[config.mk]
export PLATFORM = sky130hd
export DESIGN_NAME = fifo32_ctrl_flat
export DESIGN_NICKNAME = d
export VERILOG_FILES = /design/src/rtl/fifo32_ctrl_if.sv /design/src/rtl/fifo32_ctrl.sv /design/src/flat_wrapper.sv
export SDC_FILE = /design/constraint.sdc
export NUM_CORES = 1
export LEC_CHECK = 0
export CAP_MARGIN = 20
export CORE_UTILIZATION = 45
export DETAILED_ROUTE_END_ITERATION = 12
export HOLD_SLACK_MARGIN = 0.15
export PLACE_DENSITY = 0.75
export SYNTH_ARGS = -nofsm -noshare
export SYNTH_HDL_FRONTEND = slang
export SYNTH_SLANG_ARGS = --single-unit
[constraint.sdc]
create_clock -name i_clk -period 2.7 [get_ports i_clk]
set_clock_uncertainty 0.05 [all_clocks]
set_input_delay 0.405 -clock i_clk [delete_from_list [all_inputs] [get_ports i_clk]]
set_output_delay 0.405 -clock i_clk [all_outputs]
set_load 0.005 [all_outputs]
[src/rtl/fifo32_ctrl_if.sv]
// Handshake and status bundle between a FIFO user and the 32-entry pointer/flag controller.
// The master side issues push/pop requests; the slave side is the controller.
interface fifo32_ctrl_if;
  logic       WrEn;
  logic       RdEn;
  logic       RamWe;
  logic [4:0] WrAddr;
  logic [4:0] RdAddr;
  logic       Full;
  logic       Empty;
  logic       AlmostFull;
  logic       AlmostEmpty;
  logic [5:0] Count;
  logic       Overflow;
  logic       Underflow;

  modport master (
    output WrEn, RdEn,
    input  RamWe, WrAddr, RdAddr, Full, Empty, AlmostFull, AlmostEmpty,
           Count, Overflow, Underflow
  );

  modport slave (
    input  WrEn, RdEn,
    output RamWe, WrAddr, RdAddr, Full, Empty, AlmostFull, AlmostEmpty,
           Count, Overflow, Underflow
  );
endinterface

[src/rtl/fifo32_ctrl.sv]
// Pointer/flag controller for a 32x8 FIFO RAM: write strobe, addresses, occupancy and flags.
// Holds no data; the RAM writes at WrAddr on the same edge RamWe is high.
module fifo32_ctrl #(
  parameter int unsigned AF_LEVEL = 28,
  parameter int unsigned AE_LEVEL = 4
) (
  input  logic          i_clk,
  input  logic          i_rst_n,
  fifo32_ctrl_if.slave  bus
);

  localparam logic [5:0] AF_THRESH = 6'(AF_LEVEL);
  localparam logic [5:0] AE_THRESH = 6'(AE_LEVEL);

  logic [5:0] r_wrPtr;
  logic [5:0] r_rdPtr;
  logic [5:0] r_count;
  logic       r_overflow;
  logic       r_underflow;

  logic       w_full;
  logic       w_empty;
  logic       w_pushOk;
  logic       w_popOk;

  // Bit 5 is the wrap bit: equal addresses with differing wrap bits means 32 entries held.
  assign w_empty  = (r_wrPtr == r_rdPtr);
  assign w_full   = (r_wrPtr[4:0] == r_rdPtr[4:0]) && (r_wrPtr[5] != r_rdPtr[5]);
  assign w_pushOk = bus.WrEn && !w_full;
  assign w_popOk  = bus.RdEn && !w_empty;

  always_ff @(posedge i_clk) begin
    if (!i_rst_n) begin
      r_wrPtr     <= 6'd0;
      r_rdPtr     <= 6'd0;
      r_count     <= 6'd0;
      r_overflow  <= 1'b0;
      r_underflow <= 1'b0;
    end else begin
      if (w_pushOk) begin
        r_wrPtr <= r_wrPtr + 6'd1;
      end
      if (w_popOk) begin
        r_rdPtr <= r_rdPtr + 6'd1;
      end
      case ({w_pushOk, w_popOk})
        2'b10:   r_count <= r_count + 6'd1;
        2'b01:   r_count <= r_count - 6'd1;
        default: r_count <= r_count;
      endcase
      if (bus.WrEn && w_full) begin
        r_overflow <= 1'b1;
      end
      if (bus.RdEn && w_empty) begin
        r_underflow <= 1'b1;
      end
    end
  end

  // Strobe is gated by reset so a push held across reset never reaches the RAM.
  assign bus.RamWe       = w_pushOk && i_rst_n;
  assign bus.WrAddr      = r_wrPtr[4:0];
  assign bus.RdAddr      = r_rdPtr[4:0];
  assign bus.Full        = w_full;
  assign bus.Empty       = w_empty;
  assign bus.Count       = r_count;
  assign bus.AlmostFull  = (r_count >= AF_THRESH);
  assign bus.AlmostEmpty = (r_count <= AE_THRESH);
  assign bus.Overflow    = r_overflow;
  assign bus.Underflow   = r_underflow;

endmodule

[src/flat_wrapper.sv]
// flat-port wrapper written by rule: the top's interface ports become plain ports
module fifo32_ctrl_flat 
#(
  parameter int unsigned AF_LEVEL = 28,
  parameter int unsigned AE_LEVEL = 4
)
  (i_clk, i_rst_n, bus_WrEn, bus_RdEn, bus_RamWe, bus_WrAddr, bus_RdAddr, bus_Full, bus_Empty, bus_AlmostFull, bus_AlmostEmpty, bus_Count, bus_Overflow, bus_Underflow);
  fifo32_ctrl_if bus_i ();
  input  logic i_clk;
  input  logic i_rst_n;
  input wire logic [$bits(bus_i.WrEn)-1:0] bus_WrEn;
  input wire logic [$bits(bus_i.RdEn)-1:0] bus_RdEn;
  output wire logic [$bits(bus_i.RamWe)-1:0] bus_RamWe;
  output wire logic [$bits(bus_i.WrAddr)-1:0] bus_WrAddr;
  output wire logic [$bits(bus_i.RdAddr)-1:0] bus_RdAddr;
  output wire logic [$bits(bus_i.Full)-1:0] bus_Full;
  output wire logic [$bits(bus_i.Empty)-1:0] bus_Empty;
  output wire logic [$bits(bus_i.AlmostFull)-1:0] bus_AlmostFull;
  output wire logic [$bits(bus_i.AlmostEmpty)-1:0] bus_AlmostEmpty;
  output wire logic [$bits(bus_i.Count)-1:0] bus_Count;
  output wire logic [$bits(bus_i.Overflow)-1:0] bus_Overflow;
  output wire logic [$bits(bus_i.Underflow)-1:0] bus_Underflow;
  assign bus_i.WrEn = bus_WrEn;
  assign bus_i.RdEn = bus_RdEn;
  assign bus_RamWe = bus_i.RamWe;
  assign bus_WrAddr = bus_i.WrAddr;
  assign bus_RdAddr = bus_i.RdAddr;
  assign bus_Full = bus_i.Full;
  assign bus_Empty = bus_i.Empty;
  assign bus_AlmostFull = bus_i.AlmostFull;
  assign bus_AlmostEmpty = bus_i.AlmostEmpty;
  assign bus_Count = bus_i.Count;
  assign bus_Overflow = bus_i.Overflow;
  assign bus_Underflow = bus_i.Underflow;
  fifo32_ctrl #(.AF_LEVEL(AF_LEVEL), .AE_LEVEL(AE_LEVEL)) u_core (.i_clk(i_clk), .i_rst_n(i_rst_n), .bus(bus_i));
endmodule
== Word-level counts from Yosys, hierarchy flattened ==
Cells that the tools add are included.
Storage, ports and cells
  flip-flop bits (word level): 20
  input bits: 4
  output and inout port bits: 23
Cells by class
  add/subtract/negate cells: 4
  order comparisons: 2
  eq/ne operators: 5
  multiplexer cells: 1
  reduce and logical (&&, ||, !) cells: 9
Operators by type and width (count)
  adder 6 x 1 -> 6 bit (second input constant): 3
  case mux 6 bit (2 select lines): 1
  equality test 6 bit: 1
  greater-or-equal comparator 6 x 5 -> 1 bit (second input constant): 1
  <= comparator 6 x 3 -> 1 bit (second input constant): 1
  logical AND 1 bit: 6
  subtractor 6 x 1 -> 6 bit (second input constant): 1
  equality test 5 bit: 1
  equality test 2 x 1 -> 1 bit (second input constant): 1
  equality test 2 bit (second input constant): 1
  zero test 1 bit: 2
  nonzero test 2 bit: 1
  != test 1 bit: 1

== Logic depth before layout (Yosys ltp) ==
  depth after elaboration: 6
  depth in mapped cells: 12
  mapped depth without buffers: 12

== Worst setup path before layout ==
No wires, ideal clock.
  path type: reg2reg
  from: register u_core.r_rdPtr[2]
  to: register u_core.r_count[5] (netlist: u_core.bus.Count[5])
  data arrival time: 2.382 ns
  required time: 2.522 ns
  setup slack: 0.140 ns
  stages on the path, launching flop included: 11
  path buffers: 0
  cell sequence: dfxtp_1 > xnor2_1 > nand3_4 > o21ai_1 > ha_1 > ha_1 > a21o_1 > a21oi_1 > o311ai_0 > xnor2_1 > nor2_1
On the way
  word-level cells in the longest chain between the ends: 6
  elaborated cells on any way between the ends: 11
  those cells by class: eq/ne (4); mux (1); reduce/logical (6)
Ends and longest elaborated chain
  start, declared: RTL line fifo32_ctrl.sv:16  | logic [5:0] r_rdPtr;
  start signal, assigned: RTL line fifo32_ctrl.sv:44  | r_rdPtr <= r_rdPtr + 6'd1;
  equality test 5 bit: RTL line fifo32_ctrl.sv:28  | assign w_full = (r_wrPtr[4:0] == r_rdPtr[4:0]) && (r_wrPtr[5] != r_rdPtr[5]);
  logical AND 1 bit: RTL line fifo32_ctrl.sv:28
  zero test 1 bit: RTL line fifo32_ctrl.sv:29  | assign w_pushOk = bus.WrEn && !w_full;
  logical AND 1 bit: RTL line fifo32_ctrl.sv:29
  equality test 2 x 1 -> 1 bit or equality test 2 bit (tied branches): RTL line fifo32_ctrl.sv:46  | case ({w_pushOk, w_popOk})
  case mux 6 bit (2 select lines) or nonzero test 2 bit (tied branches)
  end signal, assigned: RTL line fifo32_ctrl.sv:47  | 2'b10: r_count <= r_count + 6'd1;
  end signal, assigned: RTL line fifo32_ctrl.sv:48  | 2'b01: r_count <= r_count - 6'd1;
  end signal, assigned: RTL line fifo32_ctrl.sv:49  | default: r_count <= r_count;
  end, declared: RTL line fifo32_ctrl.sv:17  | logic [5:0] r_count;
Several ways; a longest one is shown, not always the timed one.
A chain may end at the register's enable or synchronous reset.

== Worst setup path in the final report ==
  from: register u_core.r_wrPtr[4]
  to: register u_core.r_count[4] (netlist: u_core.bus.Count[4])
On the way
  word-level cells in the longest chain between the ends: 6
  elaborated cells on any way between the ends: 11
  those cells by class: eq/ne (4); mux (1); reduce/logical (6)
Ends and longest elaborated chain
  start, declared: RTL line fifo32_ctrl.sv:15  | logic [5:0] r_wrPtr;
  start signal, assigned: RTL line fifo32_ctrl.sv:41  | r_wrPtr <= r_wrPtr + 6'd1;
  equality test 5 bit: RTL line fifo32_ctrl.sv:28
  logical AND 1 bit: RTL line fifo32_ctrl.sv:28
  zero test 1 bit: RTL line fifo32_ctrl.sv:29
  logical AND 1 bit: RTL line fifo32_ctrl.sv:29
  equality test 2 x 1 -> 1 bit or equality test 2 bit (tied branches): RTL line fifo32_ctrl.sv:46
  case mux 6 bit (2 select lines) or nonzero test 2 bit (tied branches)
Several ways; a longest one is shown, not always the timed one.

==> flow_summary.ini <==
[final_layout]
n_antenna_cell = 0
layout.cells.non_filler = 206
drive_above_1_share_pct = 14.20
fill_cells = 233
layout.nets = 189
syn2layout_area_growth_pct = 30.84
postLayoutCellArea_um2 = 1598

[timing]
hold_viol_final = 0
rsz0062_at_grt = no
fmax_mhz = 400.4
maxSlewViolCount = 0
period_share_pct = 92.50
tightest_slew_ps = 281.9
slew_headroom_pct = 80.91
setup_tns_ps = 0
layout_min_cycle_time_ps = 2497
hold-worst-slack_ps = 437.6
setup_viol = 0

[synthesis]
synth.top_cell.area_share_pct = 32.79
syn_area_um2 = 1221
async_flop_share_pct = 0
yosysSeqAreaShare_pct = 32.79
synth_edf_count = 0
ys_ff_latch = 20
synthCells = 143
yosysWarnings = 0
synth_area_leaders = dfxtp_1 33%, ha_1 7.2%, xor2_1 7.2%
syn_nets = 155
synth_top_area_cell = dfxtp_1
avgSynthCellArea_um2 = 8.540
yosysUniqueCellTypes = 32
yosysMostFrequentCell = nor2_1
synth_flop_cell = dfxtp_1
ys_top_cells_by_count = 22 x nor2_1, 20 x dfxtp_1, 10 x buf_4, 10 x xor2_1, 8 x xnor2_1

[clock_tree]
cts_hold_buffers = 0
cts_tree = done
clk_latency_ps = 300
cts.clk_slew.worst_paths_ps = 120
ctsLongestPathBuffers = 2
htreeDepth = 1
root_buffer = clkbuf_4
cts.sinks = 20
cts_resized = 0
numCtsBuffers = 3
post_cts_buffers = 0

[floorplan]
fp.coreArea_um2 = 2522
start_util_pct = 48.41
die_height_um = 54.10
ios = 27
dieWidth_um = 54.10
row_count = 18
die-area_um2 = 2926

[critical_path]
path_max_fanout = 9
cp_cell_sequence = xnor2_1, nand3_4, o21ai_1, ha_2, inv_1, fa_1, inv_1, a21o_1, a21oi_1, xor2_1, o31ai_1
arrival_ps = 2670
critPathSlowestCell = fa_1
max_stage_delay_ps = 390
critPathMostFrequentCell = inv_1
start_kind = flip-flop
endpoint_kind = flip-flop
required_ps = 2880
critPathKind = reg2reg

[placement]
globalplace.congestion = 0.8965
dpl_cell_area_um2 = 1553
port_buffers = 26
dp.cells = 202
dpl.hpwl_mm = 2.013

[pwr]
leakagePower_nw = 0.6486
ir_drop_mv = 0.3920
intPower_mw = 0.6344
seqPwrFrac_pct = 38.9
p_per_area_nw_per_um2 = 601.3
swShare_pct = 33.96
clkPwrFrac_pct = 18.7
power_mw = 0.9607
netSwitchingPower_mw = 0.3263
combPwrFrac_pct = 42.3

[outcome]
status = finished clean

[drt]
viasPerCell = 5.345
drc = 0
dr.pass1.iters = 4
drt_iter0_markers = 24
vias = 1101
routedWlPerCell_um = 12.98
wirelength_mm = 2.673
drtAntennaViolNets = 0

[grt]
grt_start_max_net_pins = 17
grt_pass1_vias = 939
grt_pass1_wl_mm = 4.215
antenna_found_initial = 0
grt-ovfl-total = 0
track_usage_pct = 20.33

[hold_path]
hold_path_class = reg2reg

[job]
max-cap-violations = 0
-- sequential cells by signal (all words and copies together) (netlist names) --
| signal | flops |
|---|---|
| u_core.bus.Count | 6 |
| u_core.bus.Overflow | 1 |
| u_core.bus.Underflow | 1 |
| u_core.r_rdPtr | 6 |
| u_core.r_wrPtr | 6 |
-- logic make-up (layout without fill, tap and decap cells) --
| kind of cell | after synthesis | count (layout) | share of synthesized area (%) |
|---|---|---|---|
| fa+ha+maj | 8 | 8 | 8.811 |
| buf+inv | 20 | 53 | 9.221 |
| xor+xnor | 18 | 18 | 12.91 |
| compound gates | 31 | 31 | 17.01 |
| simple gates | 45 | 45 | 18.44 |
| mux | 1 | 1 | 0.8197 |
| flops | 20 | 20 | 32.79 |
-- placed cells by master (no fill, tap or decap) --
| cell type | count |
|---|---|
| nand2b_1 | 2 |
| clkinv_1 | 1 |
| nand4_1 | 2 |
| o21bai_1 | 2 |
| o21ai_0 | 7 |
| nor3b_1 | 1 |
| a311oi_1 | 1 |
| o211ai_1 | 3 |
| nand3_1 | 5 |
| xnor2_1 | 8 |
| o21ai_4 | 1 |
| clkbuf_4 | 3 |
| clkbuf_8 | 1 |
| nor2_1 | 22 |
| a21o_1 | 2 |
| o21ai_1 | 1 |
| clkdlybuf4s50_1 | 26 |
| o311ai_1 | 1 |
| fa_1 | 1 |
| mux2i_1 | 1 |
| xor2_1 | 10 |
| a21oi_1 | 7 |
| a31o_2 | 1 |
| o31ai_1 | 4 |
| ha_1 | 6 |
| a211oi_1 | 1 |
| nand3b_1 | 1 |
| nand2_1 | 7 |
| buf_4 | 16 |
| nor4b_2 | 1 |
| nand3_4 | 1 |
| ha_2 | 1 |
| nor4b_1 | 2 |
| dfxtp_1 | 20 |
| or4_1 | 1 |
| inv_1 | 6 |
-- stage by stage --
| stage | setup slack [ps] | utilization (%) |
|---|---|---|
| 2_1_floorplan | 140.0 | - |
| 3_3_place_gp | 105.6 | 61.56 |
| 3_5_place_dp | 48.62 | 61.56 |
| 4_1_cts | 48.89 | 63.00 |
| 5_1_grt | 20.06 | 63.34 |
| 6_report | 202.5 | 63.34 |
-- area by class of cell --
type | count | area [µm²] | area share [%]
repair buffers | 42 | 380.4 | 23.81
well taps | 30 | 37.54 | 2.349
flip-flops and latches | 20 | 400.4 | 25.06
clock buffers | 4 | 36.28 | 2.271
inverters | 7 | 26.28 | 1.644
multi-input cells | 103 | 716.9 | 44.87
-- worst paths after layout --
kind,to,depth (start not counted),slack (ps),start
worst min register to register,u_core.bus.Overflow,2,440,u_core.bus.Overflow
worst max-delay path,u_core.bus.Count[4],11,200,u_core.r_wrPtr[4]
worst min-delay path,u_core.bus.Overflow,2,440,u_core.bus.Overflow
worst max register to register,u_core.bus.Count[4],11,200,u_core.r_wrPtr[4]
-- power groups by stage --
stage	Clock [mW]	Combinational, mW	Sequential (mW)
after floorplan	0	0.228	0.379
after global placement	0	0.389	0.379
after detailed placement	0	0.400	0.381
after CTS	0.184	0.404	0.375
after global routing	0.202	0.449	0.380
final	0.180	0.407	0.374
-- metal layers --
layer,GRT usage [%],vias to the layer above,share of wire (%)
li1,-,550,-
met4,9.402,0,1.6
met3,2.825,4,3.3
met1,25.25,522,46
met5,0,-,0
met2,34.36,25,49
-- worst max-delay path: cells and delay by family (launching register included) --
family	cells	cell delay [ps]
compound gates	4	590
fa+ha+maj	2	690
simple gates	1	170
buf+inv	2	140
flops	1	370
xor+xnor	2	390
(Power assumes the default switching activity.)
